--- config.mk ---
export PLATFORM = sky130hd
export DESIGN_NAME = wavetable_reader
export DESIGN_NICKNAME = d
export VERILOG_FILES = /design/src/rtl/wave_pkg.sv /design/src/rtl/phase_accum.sv /design/src/rtl/wavetable_reader.sv
export SDC_FILE = /design/constraint.sdc
export NUM_CORES = 1
export LEC_CHECK = 0
export CAP_MARGIN = 20
export CORE_MARGIN = 2
export CORE_UTILIZATION = 45
export DETAILED_ROUTE_END_ITERATION = 10
export HOLD_SLACK_MARGIN = 0.12
export PLACE_DENSITY = 0.75
export SYNTH_ARGS = -nofsm -noshare
export SYNTH_HDL_FRONTEND = slang
export SYNTH_SLANG_ARGS = --single-unit
export TNS_END_PERCENT = 5
--- constraint.sdc ---
create_clock -name clk_i -period 2.7 [get_ports clk_i]
set_input_delay 0.81 -clock clk_i [delete_from_list [all_inputs] [get_ports clk_i]]
set_output_delay 0.81 -clock clk_i [all_outputs]
set_load 0.03 [all_outputs]
--- src/rtl/wave_pkg.sv ---
// Shared types and constants for the wavetable reader voice front end.
package wave_pkg;

  typedef enum logic [1:0] {
    StIdle,
    StAddr,
    StData,
    StHold
  } wave_state_e;

  localparam int unsigned OverrunW = 8;

  // Table address width for a power-of-two table depth.
  function automatic int unsigned addr_width(input int unsigned depth);
    return $clog2(depth);
  endfunction

endpackage

--- src/rtl/phase_accum.sv ---
// Phase accumulator: holds the oscillator phase, adds the tuning word on each
// accepted tick and exposes the top phase bits as the table address.
module phase_accum
  import wave_pkg::*;
#(
  parameter int unsigned PhaseW = 24,
  parameter int unsigned AddrW  = 9
) (
  input  logic              clk_i,
  input  logic              reset_ni,
  input  logic              advance_i,
  input  logic              sync_i,
  input  logic [PhaseW-1:0] ftw_i,
  output logic [AddrW-1:0]  addr_o
);

  logic [PhaseW-1:0] phase_q, phase_d;
  logic [PhaseW-1:0] base;

  // A sync on the same cycle as an advance makes the issued address use phase 0.
  assign base   = sync_i ? '0 : phase_q;
  assign addr_o = base[PhaseW-1 -: AddrW];

  always_comb begin
    phase_d = phase_q;
    if (advance_i) begin
      phase_d = base + ftw_i;
    end else if (sync_i) begin
      phase_d = '0;
    end
  end

  always_ff @(posedge clk_i or negedge reset_ni) begin
    if (!reset_ni) begin
      phase_q <= '0;
    end else begin
      phase_q <= phase_d;
    end
  end

endmodule

--- src/rtl/wavetable_reader.sv ---
// Per-voice wavetable front end: issues phase-derived table addresses on
// sample ticks and streams the registered table data out over valid/ready.
module wavetable_reader
  import wave_pkg::*;
#(
  parameter int unsigned width_p       = 12,
  parameter int unsigned depth_p       = 512,
  parameter int unsigned phase_width_p = 24
) (
  input  logic                     clk_i,
  input  logic                     reset_ni,
  input  logic                     tick_i,
  input  logic                     enable_i,
  input  logic [phase_width_p-1:0] ftw_i,
  input  logic                     phase_sync_i,
  output logic [addr_width(depth_p)-1:0] addr_o,
  input  logic [width_p-1:0]       data_i,
  input  logic                     valid_i,
  output logic [width_p-1:0]       sample_o,
  output logic                     valid_o,
  input  logic                     ready_i,
  output logic [OverrunW-1:0]      overrun_count_o
);

  localparam int unsigned AddrW = addr_width(depth_p);

  wave_state_e         state_q, state_d;
  logic [AddrW-1:0]    addr_q, addr_d;
  logic [width_p-1:0]  sample_q, sample_d;
  logic                valid_q, valid_d;
  logic [OverrunW-1:0] ovr_q, ovr_d;

  logic             tick_en;
  logic             accept;
  logic             drop;
  logic [AddrW-1:0] phase_addr;

  assign tick_en = tick_i & enable_i;
  assign accept  = tick_en & ((state_q == StIdle) | ((state_q == StHold) & ready_i));
  assign drop    = tick_en & ~accept;

  phase_accum #(
    .PhaseW (phase_width_p),
    .AddrW  (AddrW)
  ) u_phase_accum (
    .clk_i     (clk_i),
    .reset_ni  (reset_ni),
    .advance_i (accept),
    .sync_i    (phase_sync_i),
    .ftw_i     (ftw_i),
    .addr_o    (phase_addr)
  );

  always_comb begin
    state_d  = state_q;
    sample_d = sample_q;
    valid_d  = valid_q;
    addr_d   = accept ? phase_addr : addr_q;
    ovr_d    = (drop && (ovr_q != '1)) ? ovr_q + OverrunW'(1) : ovr_q;

    unique case (state_q)
      StIdle: begin
        if (accept) begin
          state_d = StAddr;
        end
      end
      StAddr: begin
        state_d = StData;
      end
      StData: begin
        if (valid_i) begin
          sample_d = data_i;
          valid_d  = 1'b1;
          state_d  = StHold;
        end
      end
      StHold: begin
        if (ready_i) begin
          valid_d = 1'b0;
          state_d = accept ? StAddr : StIdle;
        end
      end
      default: state_d = StIdle;
    endcase
  end

  always_ff @(posedge clk_i or negedge reset_ni) begin
    if (!reset_ni) begin
      state_q  <= StIdle;
      addr_q   <= '0;
      sample_q <= '0;
      valid_q  <= 1'b0;
      ovr_q    <= '0;
    end else begin
      state_q  <= state_d;
      addr_q   <= addr_d;
      sample_q <= sample_d;
      valid_q  <= valid_d;
      ovr_q    <= ovr_d;
    end
  end

  assign addr_o          = addr_q;
  assign sample_o        = sample_q;
  assign valid_o         = valid_q;
  assign overrun_count_o = ovr_q;

endmodule

Word level (Yosys, flattened, before mapping)
Cells that the tools add are included.
- flip-flop bits (word level): 56
- input bits: 43
- output and inout port bits: 30
- word-level logic and storage cells: 37
- add/subtract/negate cells: 2
- equality and inequality tests: 7
- mux-type cells: 10
- bitwise operators: 6
- reduce and logical (&&, ||, !) cells: 6
- operators with widths (cell ; number):
    $mux W24 ; 2
    $add A24 B24 Y24 ; 1
    $add A8 B1 Y8 const B ; 1
    $ne A8 B8 Y1 const B ; 1
    $pmux W2 S4 ; 1
    $mux W2 ; 3
    $ne A2 B2 Y1 const B ; 3
    $reduce_and A3 Y1 ; 2
    $and A1 B1 Y1 ; 4
    $eq A2 B2 Y1 const B ; 2
    $mux W1 ; 3
    $eq A2 B1 Y1 const B ; 1
    $logic_not A2 Y1 ; 1
    $pmux W1 S2 ; 1
    $reduce_and A2 Y1 ; 1
    $reduce_bool A2 Y1 ; 1
    $logic_and A1 B1 Y1 ; 1
    $not A1 Y1 ; 1
    $or A1 B1 Y1 ; 1

Logic depth before layout (Yosys ltp)
Gate-level depths: netlist of the first run.
- word-level depth: 7
- gate-level depth with buffers: 11
- mapped depth without buffers: 11

Hierarchy
Synthesis of the first run repeated with hierarchy kept, for this count alone.
- cells, all modules: 395
- area, all modules: 3812.4 um^2
- by module, submodules not included (module ; times used ; cells each ; area an instance (um^2)):
    phase_accum ; 1 ; 292 ; 2418.6
    wavetable_reader ; 1 ; 103 ; 1393.8

Worst setup path after synthesis of the first run
No wires, ideal clock.
- path kind: input to register
- start point: input phase_sync_i
- end point: register u_phase_accum.phase_q[21]
- library setup time: 69 ps
- arrival: 2966 ps
- path slack: -335 ps
- cell stages on the path: 11
- path buffers: 1
- cells stage by stage: clkbuf_1 nand2b_1 inv_1 ha_1 a211oi_1 o21ai_2 nand3_1 o21bai_4 a41o_1 or4_1 nand3_1
- cells in the longest elaborated chain, start to end: 3
- RTL lines (item ; RTL line ; source):
    from (decl) ; wavetable_reader.sv:15 ; input logic phase_sync_i,
    $mux W24 (*) ; -- ;
    $add A24 B24 Y24 ; phase_accum.sv:27 ; phase_d = base + ftw_i;
    $mux W24 (*) ; phase_accum.sv:26 ; if (advance_i) begin
    net u_phase_accum.phase_d[21] ; phase_accum.sv:17 ; logic [PhaseW-1:0] phase_q, phase_d;
    to (signal assigned) ; phase_accum.sv:37 ; phase_q <= phase_d;
    to (decl) ; phase_accum.sv:17 ;
Mark *: on every way through the listed nets, which the timed path passes. The rest lies on a longest branch.
A chain may end at the register's enable or synchronous reset.

Worst setup path after layout of the first run
- start point: input ftw_i[8]
- end point: register u_phase_accum.phase_q[22]
- cells in the longest elaborated chain, start to end: 2
- RTL lines (item ; RTL line ; source):
    from (decl) ; wavetable_reader.sv:14 ; input logic [phase_width_p-1:0] ftw_i,
    $add A24 B24 Y24 ; phase_accum.sv:27 ;
    $mux W24 ; phase_accum.sv:26 ;
    net u_phase_accum.phase_d[22] ; phase_accum.sv:17 ;
The timed path passes the listed nets, and every way through them passes these cells.

==> flow_summary_export.csv, run 1 <==
group,metric,value,unit
synthesis,ys_seq_area_frac,0.382,
floorplan,die_w,94.3,um
synthesis,ys.flop_type,"dfrtp_1",
pwr,leakage,2.49,nW
floorplan,core_area,0.00781,sq mm
floorplan,die_y,94.3,um
floorplan,io_pins,73,
synthesis,avgSynthCellArea,9.73,sq um
clocking,cts-buffers-inserted,5,
finish,fin_util,0.672,
synthesis,synth_area,0.00367,sq mm
clocking,clockBufferDepth,2,
synthesis,synth-edff-count,0,
setup_path,r2r-end,"u_phase_accum.phase_q[8]",
timing,finalSetupTns,0,ns
routing,post-route-drc-count,0,
global_route,track_usage,0.215,
place,hpwl,6.84,mm
finish,nets,585,
outcome,status,"finished, final reports clean",
synthesis,synth_nets,449,
finish,area_growth,43.1,%
setup_path,slowest_delay,0.52,ns
setup_path,crit_type,"in2reg",
routing,wl_per_cell,14.8,um
setup_path,critPathSlowestCell,"clkdlybuf4s50_1",
synthesis,synthCells,377,
synthesis,ys_seq_elements,56,
timing,min_period,2.68,ns
timing,worst_pin_slew,0.630,ns
pwr,finalPower,3.68,mW
setup_path,critPathRequiredTime,2.92,ns
place,dp_cells,605,
timing,finalHoldViolCount,0,
global_route,grt_overflow_total,0,
clocking,cts_tree,"yes",
clocking,cts_root_buf,"clkbuf_8",
global_route,grt_max_degree,33,
pwr,ir_worst_vdd,0.000535,V
floorplan,die-area,0.00889,sq mm
setup_path,worstReg2RegStart,"u_phase_accum.phase_q[0]",
setup_path,crit_path_end_kind,"flip-flop",
finish,stdcell_count,616,
synthesis,synthArstFlopShare,1.00,
clocking,ctsHtreeMaxLevel,2,
floorplan,initial_core_util,0.470,
routing,drt_pass1_iterations,4,
flow_run,maxCapViolCount,0,
routing,drt_wl_total,9.13,mm
pwr,powerDensity,701,mW/mm^2
routing,drt_iter0_drc,131,
global_route,antenna_found_initial,0,
place,gp_congestion,0.888,
floorplan,rows,32,
finish,drive_above_1_share,0.278,
timing,slew_headroom,0.580,
timing,clock_skew,0.0152,ns
synthesis,yosysMostFrequentCell,"nand2_1",
setup_path,path_cells,"clkdlybuf4s50_1 > ha_4 > a21o_1 > a31oi_1 > nand2_1 > o31ai_4 > o31a_1 > xor2_1 > o21ai_1",
timing,slew_violations,0,
timing,fmax,0.373,GHz
synthesis,synth_top_area_frac,0.382,
timing,post-route-period-util,0.994,
synthesis,synth_area_leaders,"dfrtp_1, ha_1, nand2_1, mux2_2, nor2b_1",
worst_hold_path,hp-class,"in2async",
finish,n_antenna_cell,0,
setup_path,regToRegSetupSlack,0.31,ns
synthesis,yosysWarnings,0,
place,io_buffers,72,
global_route,grt_pass1_vias,3342,
routing,antenna_left,0,
synthesis,synth.distinct_cells,59,
timing,rsz0062_at_grt,"true",
routing,via_count,3264,
clocking,clk_latency,0.33,ns
timing,setup_viol_count_final,0,
setup_path,r2r_cells,13,
setup_path,cp-start-kind,"input pin",
synthesis,synth.largest_area_cell,"dfrtp_1",
clocking,path_clk_slew,0.12,ns
synthesis,synthTopCellsByCount,"nand2_1, dfrtp_1, ha_1, nor2b_1",
clocking,cts.sinks,56,
setup_path,cp_max_fo,6,
global_route,grt_first_pass_wirelength,15.2,mm
routing,post_drt_via_cell_ratio,5.30,
setup_path,arrival,2.90,ns
-- repair_timing --
| action | in CTS | in global routing |
|---|---|---|
| hold buffers | 0 | 0 |
| resized for setup | 14 | 11 |
| gates cloned | 0 | 0 |
| setup buffers | 2 | 1 |
| setup endpoints to repair | 18 | 10 |
| pin swaps | 12 | 7 |
-- critical path, delay by kind of cell --
kind            cells  cell delay, ns
compound gates      5            1.03
xor+xnor            1            0.15
fa+ha+maj           1            0.23
buf+inv             1            0.52
simple gates        1            0.17
-- placed cells by master (no fill, tap or decap), drive strengths merged, types with 2 or more instances in the layout --
| cell | Yosys | final |
|---|---|---|
| buf | 7 | 75 |
| clkdlybuf4s50 | 0 | 68 |
| nand2 | 58 | 58 |
| dfrtp | 56 | 56 |
| o21ai | 29 | 29 |
| ha | 28 | 28 |
| nor2b | 27 | 27 |
| mux2 | 20 | 20 |
| a21oi | 18 | 18 |
| xnor2 | 16 | 16 |
| a21o | 12 | 12 |
| inv | 11 | 12 |
| xor2 | 10 | 10 |
| nand3 | 8 | 8 |
| nand4 | 6 | 6 |
| and3 | 6 | 6 |
| a31oi | 6 | 6 |
| nor2 | 5 | 5 |
| clkbuf | 8 | 5 |
| nand2b | 5 | 5 |
| and2 | 3 | 3 |
| o21a | 3 | 3 |
| a211oi | 3 | 3 |
| o31ai | 3 | 3 |
| o211ai | 2 | 2 |
| o2111ai | 2 | 2 |
| dlygate4sd2 | 0 | 2 |
| and4 | 2 | 2 |
| a31o | 2 | 2 |
-- state kept, by name (all words and copies together), names as in the netlist --
signal	flops
u_phase_accum.phase_q	24
sample_o	12
addr_o	9
overrun_count_o	8
state_q	2
valid_o	1
-- cells by family (layout without fill, tap and decap cells) --
group	Yosys count	count (layout)	synth area share
adders and majority gates	29	29	0.101
and+or+nand+nor	126	126	0.174
xor gates and xnor gates	26	26	0.0621
DFF	56	56	0.382
buffers and inverters	27	164	0.0464
AOI/OAI and AO/OA	92	92	0.171
muxes	21	21	0.0641
-- per-layer routing --
layer / up-vias / track usage / part of all wire
met4: 0 / 0.0628 / 0.016
met5: - / 0 / 0
li1: 1610 / - / -
met1: 1565 / 0.264 / 0.44
met2: 78 / 0.376 / 0.49
met3: 11 / 0.0482 / 0.050
-- how the worst max path moves through the flow --
stage / startpoint / endpoint / cells after the start
global placement: phase_sync_i / u_phase_accum.phase_q[20] / 12
floorplan: phase_sync_i / u_phase_accum.phase_q[22] / 11
CTS: ftw_i[2] / u_phase_accum.phase_q[22] / 9
finish: ftw_i[8] / u_phase_accum.phase_q[22] / 9
global route: ftw_i[4] / u_phase_accum.phase_q[19] / 9
detailed placement: phase_sync_i / u_phase_accum.phase_q[20] / 12
-- metrics by stage --
step	area [sq um]	worst slack (ns)	hold WS, ns
2_1_floorplan	3800	-0.0151	0.514
3_3_place_gp	5050	-0.727	0.458
3_5_place_dp	5050	-0.774	0.464
4_1_cts	5180	0.00888	0.490
5_1_grt	5250	-0.0700	0.516
6_report	5250	0.0172	0.471
-- cell type report --
| cell class | instances | area, sq um |
|---|---|---|
| tap | 102 | 128 |
| sequential | 56 | 1400 |
| timing repair buffer | 145 | 1290 |
| clock inverter | 3 | 21.3 |
| multi-input combinational | 294 | 2300 |
| clock buffer | 5 | 68.8 |
| fill | 648 | 2560 |
| inverter | 11 | 41.3 |
-- power by group --
group	total, mW	switching (mW)	internal [mW]
sequential	1.24	0.148	1.10
combinational	1.94	1.00	0.938
clock	0.497	0.312	0.185
total	3.68	1.46	2.22
(Power assumes the default switching activity.)
==> inputs of run 2 (changes only) <==
--- a/config.mk
+++ b/config.mk
@@ -9,9 +9,9 @@
 export CORE_MARGIN = 2
 export CORE_UTILIZATION = 45
 export DETAILED_ROUTE_END_ITERATION = 10
+export GPL_ROUTABILITY_DRIVEN = 0
 export HOLD_SLACK_MARGIN = 0.12
-export PLACE_DENSITY = 0.75
+export PLACE_DENSITY = 0.78
 export SYNTH_ARGS = -nofsm -noshare
 export SYNTH_HDL_FRONTEND = slang
 export SYNTH_SLANG_ARGS = --single-unit
-export TNS_END_PERCENT = 5
==> constraint.sdc (replaced) <==
create_clock -name clk_i -period 2.28 [get_ports clk_i]
set_input_delay 0.684 -clock clk_i [delete_from_list [all_inputs] [get_ports clk_i]]
set_output_delay 0.684 -clock clk_i [all_outputs]
set_load 0.03 [all_outputs]
==> run 2 against run 1 <==
Against the previous run: the flow now finishes with violations (negative setup slack); global-route usage rose by 2.3 points; critical path depth did not move; cell count rose by 2.8%; register-to-register slack got worse by 0.55 ns; sequential power rose by 19%; first-iteration DRC count rose to 2.7 times the previous value; clock skew fell by 0.0093 ns; setup slack got worse by 0.37 ns; via count rose by 13%; sequential share of layout area fell by 2.6 points; total power rose by 27%; critical path type unchanged; highest routed layer unchanged.
==> flow_summary_export.csv, run 2 (same netlist as run 1, synthesis figures left out) <==
group,metric,value,unit
clocking,cts_root_buf,"clkbuf_8",
pwr,powerDensity,804,mW/mm^2
clocking,cts.sinks,56,
finish,final_cell_mix,"buf_4, clkdlybuf4s50_1, dfrtp_1",
setup_path,path_delay_family,"compound AO/OA/AOI/OAI gates",
clocking,path_clk_slew,0.11,ns
outcome,violations,"negative setup slack",
clocking,clockBufferDepth,2,
clocking,clk_latency,0.32,ns
setup_path,r2r-end,"u_phase_accum.phase_q[20]",
clocking,cts_tree,"yes",
finish,nets,602,
place,pre_cts_ws,-0.979,ns
routing,post-route-drc-count,0,
finish,drive_above_1_share,0.388,
global_route,antenna_found_initial,0,
timing,slew_violations,0,
finish,area_growth,58.5,%
setup_path,arrival,2.85,ns
timing,slew_headroom,0.653,
timing,finalSetupTns,-2.99,ns
timing,setup_viol_count_final,15,
timing,layout_setup_ws,-0.352,ns
finish,n_antenna_cell,0,
floorplan,die_w,94.3,um
pwr,leakage,2.70,nW
routing,via_count,3690,
setup_path,crit_path_end_kind,"flip-flop",
setup_path,critPathSlowestCell,"clkdlybuf4s50_1",
finish,final_common_cell,"buf_4",
setup_path,crit_type,"in2reg",
floorplan,io_pins,73,
worst_hold_path,hp-class,"in2async",
setup_path,cp_max_fo,4,
setup_path,worstReg2RegStart,"u_phase_accum.phase_q[0]",
clocking,cts-buffers-inserted,5,
timing,worst_pin_slew,0.520,ns
finish,largest_reg_flops,24,
place,hpwl,7.25,mm
global_route,track_usage,0.238,
global_route,grt_overflow_total,0,
place,io_buffers,72,
place,placed_cell_area,0.00512,sq mm
setup_path,cp-start-kind,"input pin",
timing,post-route-period-util,1.15,
finish,top_register,"u_phase_accum.phase_q",
floorplan,die-area,0.00889,sq mm
global_route,grt_max_degree,32,
routing,drt_pass1_iterations,8,
timing,fmax,0.380,GHz
routing,antenna_left,0,
setup_path,path_buf_inv,1,
timing,whs,0.314,ns
timing,finalHoldViolCount,0,
floorplan,rows,32,
timing,min_period,2.63,ns
global_route,grt_pass1_vias,3517,
setup_path,path_cells,"clkdlybuf4s50_1 > ha_1 > a21o_1 > a21o_1 > a21oi_2 > o221a_2 > o31a_1 > xor2_1 > o21ai_1",
floorplan,core_area,0.00781,sq mm
floorplan,initial_core_util,0.470,
setup_path,critPathRequiredTime,2.49,ns
routing,drt_iter0_drc,355,
routing,wl_per_cell,18.9,um
pwr,finalPower,4.67,mW
routing,drt_wl_total,12.0,mm
floorplan,die_y,94.3,um
clocking,ctsHtreeMaxLevel,2,
flow_run,maxCapViolCount,0,
timing,rsz0062_at_grt,"true",
pwr,ir_worst_vdd,0.000793,V
finish,finalInstanceArea,0.00582,sq mm
setup_path,regToRegSetupSlack,-0.24,ns
global_route,grt_first_pass_wirelength,16.7,mm
routing,post_drt_via_cell_ratio,5.83,
setup_path,slowest_delay,0.46,ns
setup_path,crit_path_frequent_cell,"a21o_1",
timing,clock_skew,0.00592,ns
outcome,status,"complete, but fails checks",
clocking,cts-hold-fix-buffers,0,
setup_path,r2r_cells,13,
run 2: power breakdown:
group	switching, mW	internal (mW)	leakage (nW)
logic	1.36	1.25	1.93
registers	0.184	1.30	0.733
clock network	0.362	0.220	0.0414
run 2: layout make-up:
cell class	instances	area [sq um]
multi-input combinational	294	2670
fill	504	1990
timing repair buffer	162	1490
sequential	56	1400
tap	102	128
clock buffer	6	72.6
inverter	11	41.3
clock inverter	2	16.3
run 2: what timing repair did:
| action | 4_1_cts | 5_1_grt |
|---|---|---|
| gates resized for setup | 47 | 58 |
| setup buffers | 11 | 12 |
| endpoints found under the setup margin | 19 | 18 |
| pin swaps | 22 | 39 |
run 2: how the worst max path moves through the flow:
stage	slack, ns	startpoint	depth (start not counted)	endpoint
floorplan	-0.25	phase_sync_i	11	u_phase_accum.phase_q[21]
global placement	-0.90	phase_sync_i	13	u_phase_accum.phase_q[20]
finish	-0.35	ftw_i[15]	9	u_phase_accum.phase_q[22]
global route	-0.43	phase_sync_i	14	u_phase_accum.phase_q[20]
CTS	-0.30	phase_sync_i	14	u_phase_accum.phase_q[22]
detailed placement	-0.98	phase_sync_i	12	u_phase_accum.phase_q[22]
run 2: worst reg2reg max path: cells and delay by family (launching register included):
kind	cells	cell delay (ns)
flops	1	0.35
simple gates	2	0.30
xor+xnor	1	0.17
compound gates	5	0.71
fa+ha+maj	2	0.56
buf+inv	3	0.34
run 2: metrics by stage:
| step | instances | util |
|---|---|---|
| 3_3_place_gp | 604 | 0.656 |
| 3_5_place_dp | 604 | 0.656 |
| 6_report | 633 | 0.745 |
| 4_1_cts | 623 | 0.701 |
| 2_1_floorplan | 377 | - |
| 5_1_grt | 633 | 0.745 |
run 2: layer usage:
metal / wire (um) / vias to the layer above / part of all wire / global-route usage
li1: - / 1637 / - / -
met1: 4720 / 1798 / 0.39 / 0.302
met2: 5950 / 193 / 0.50 / 0.415
met3: 751 / 62 / 0.063 / 0.0401
met4: 558 / 0 / 0.047 / 0.0664
met5: 0 / - / 0 / 0
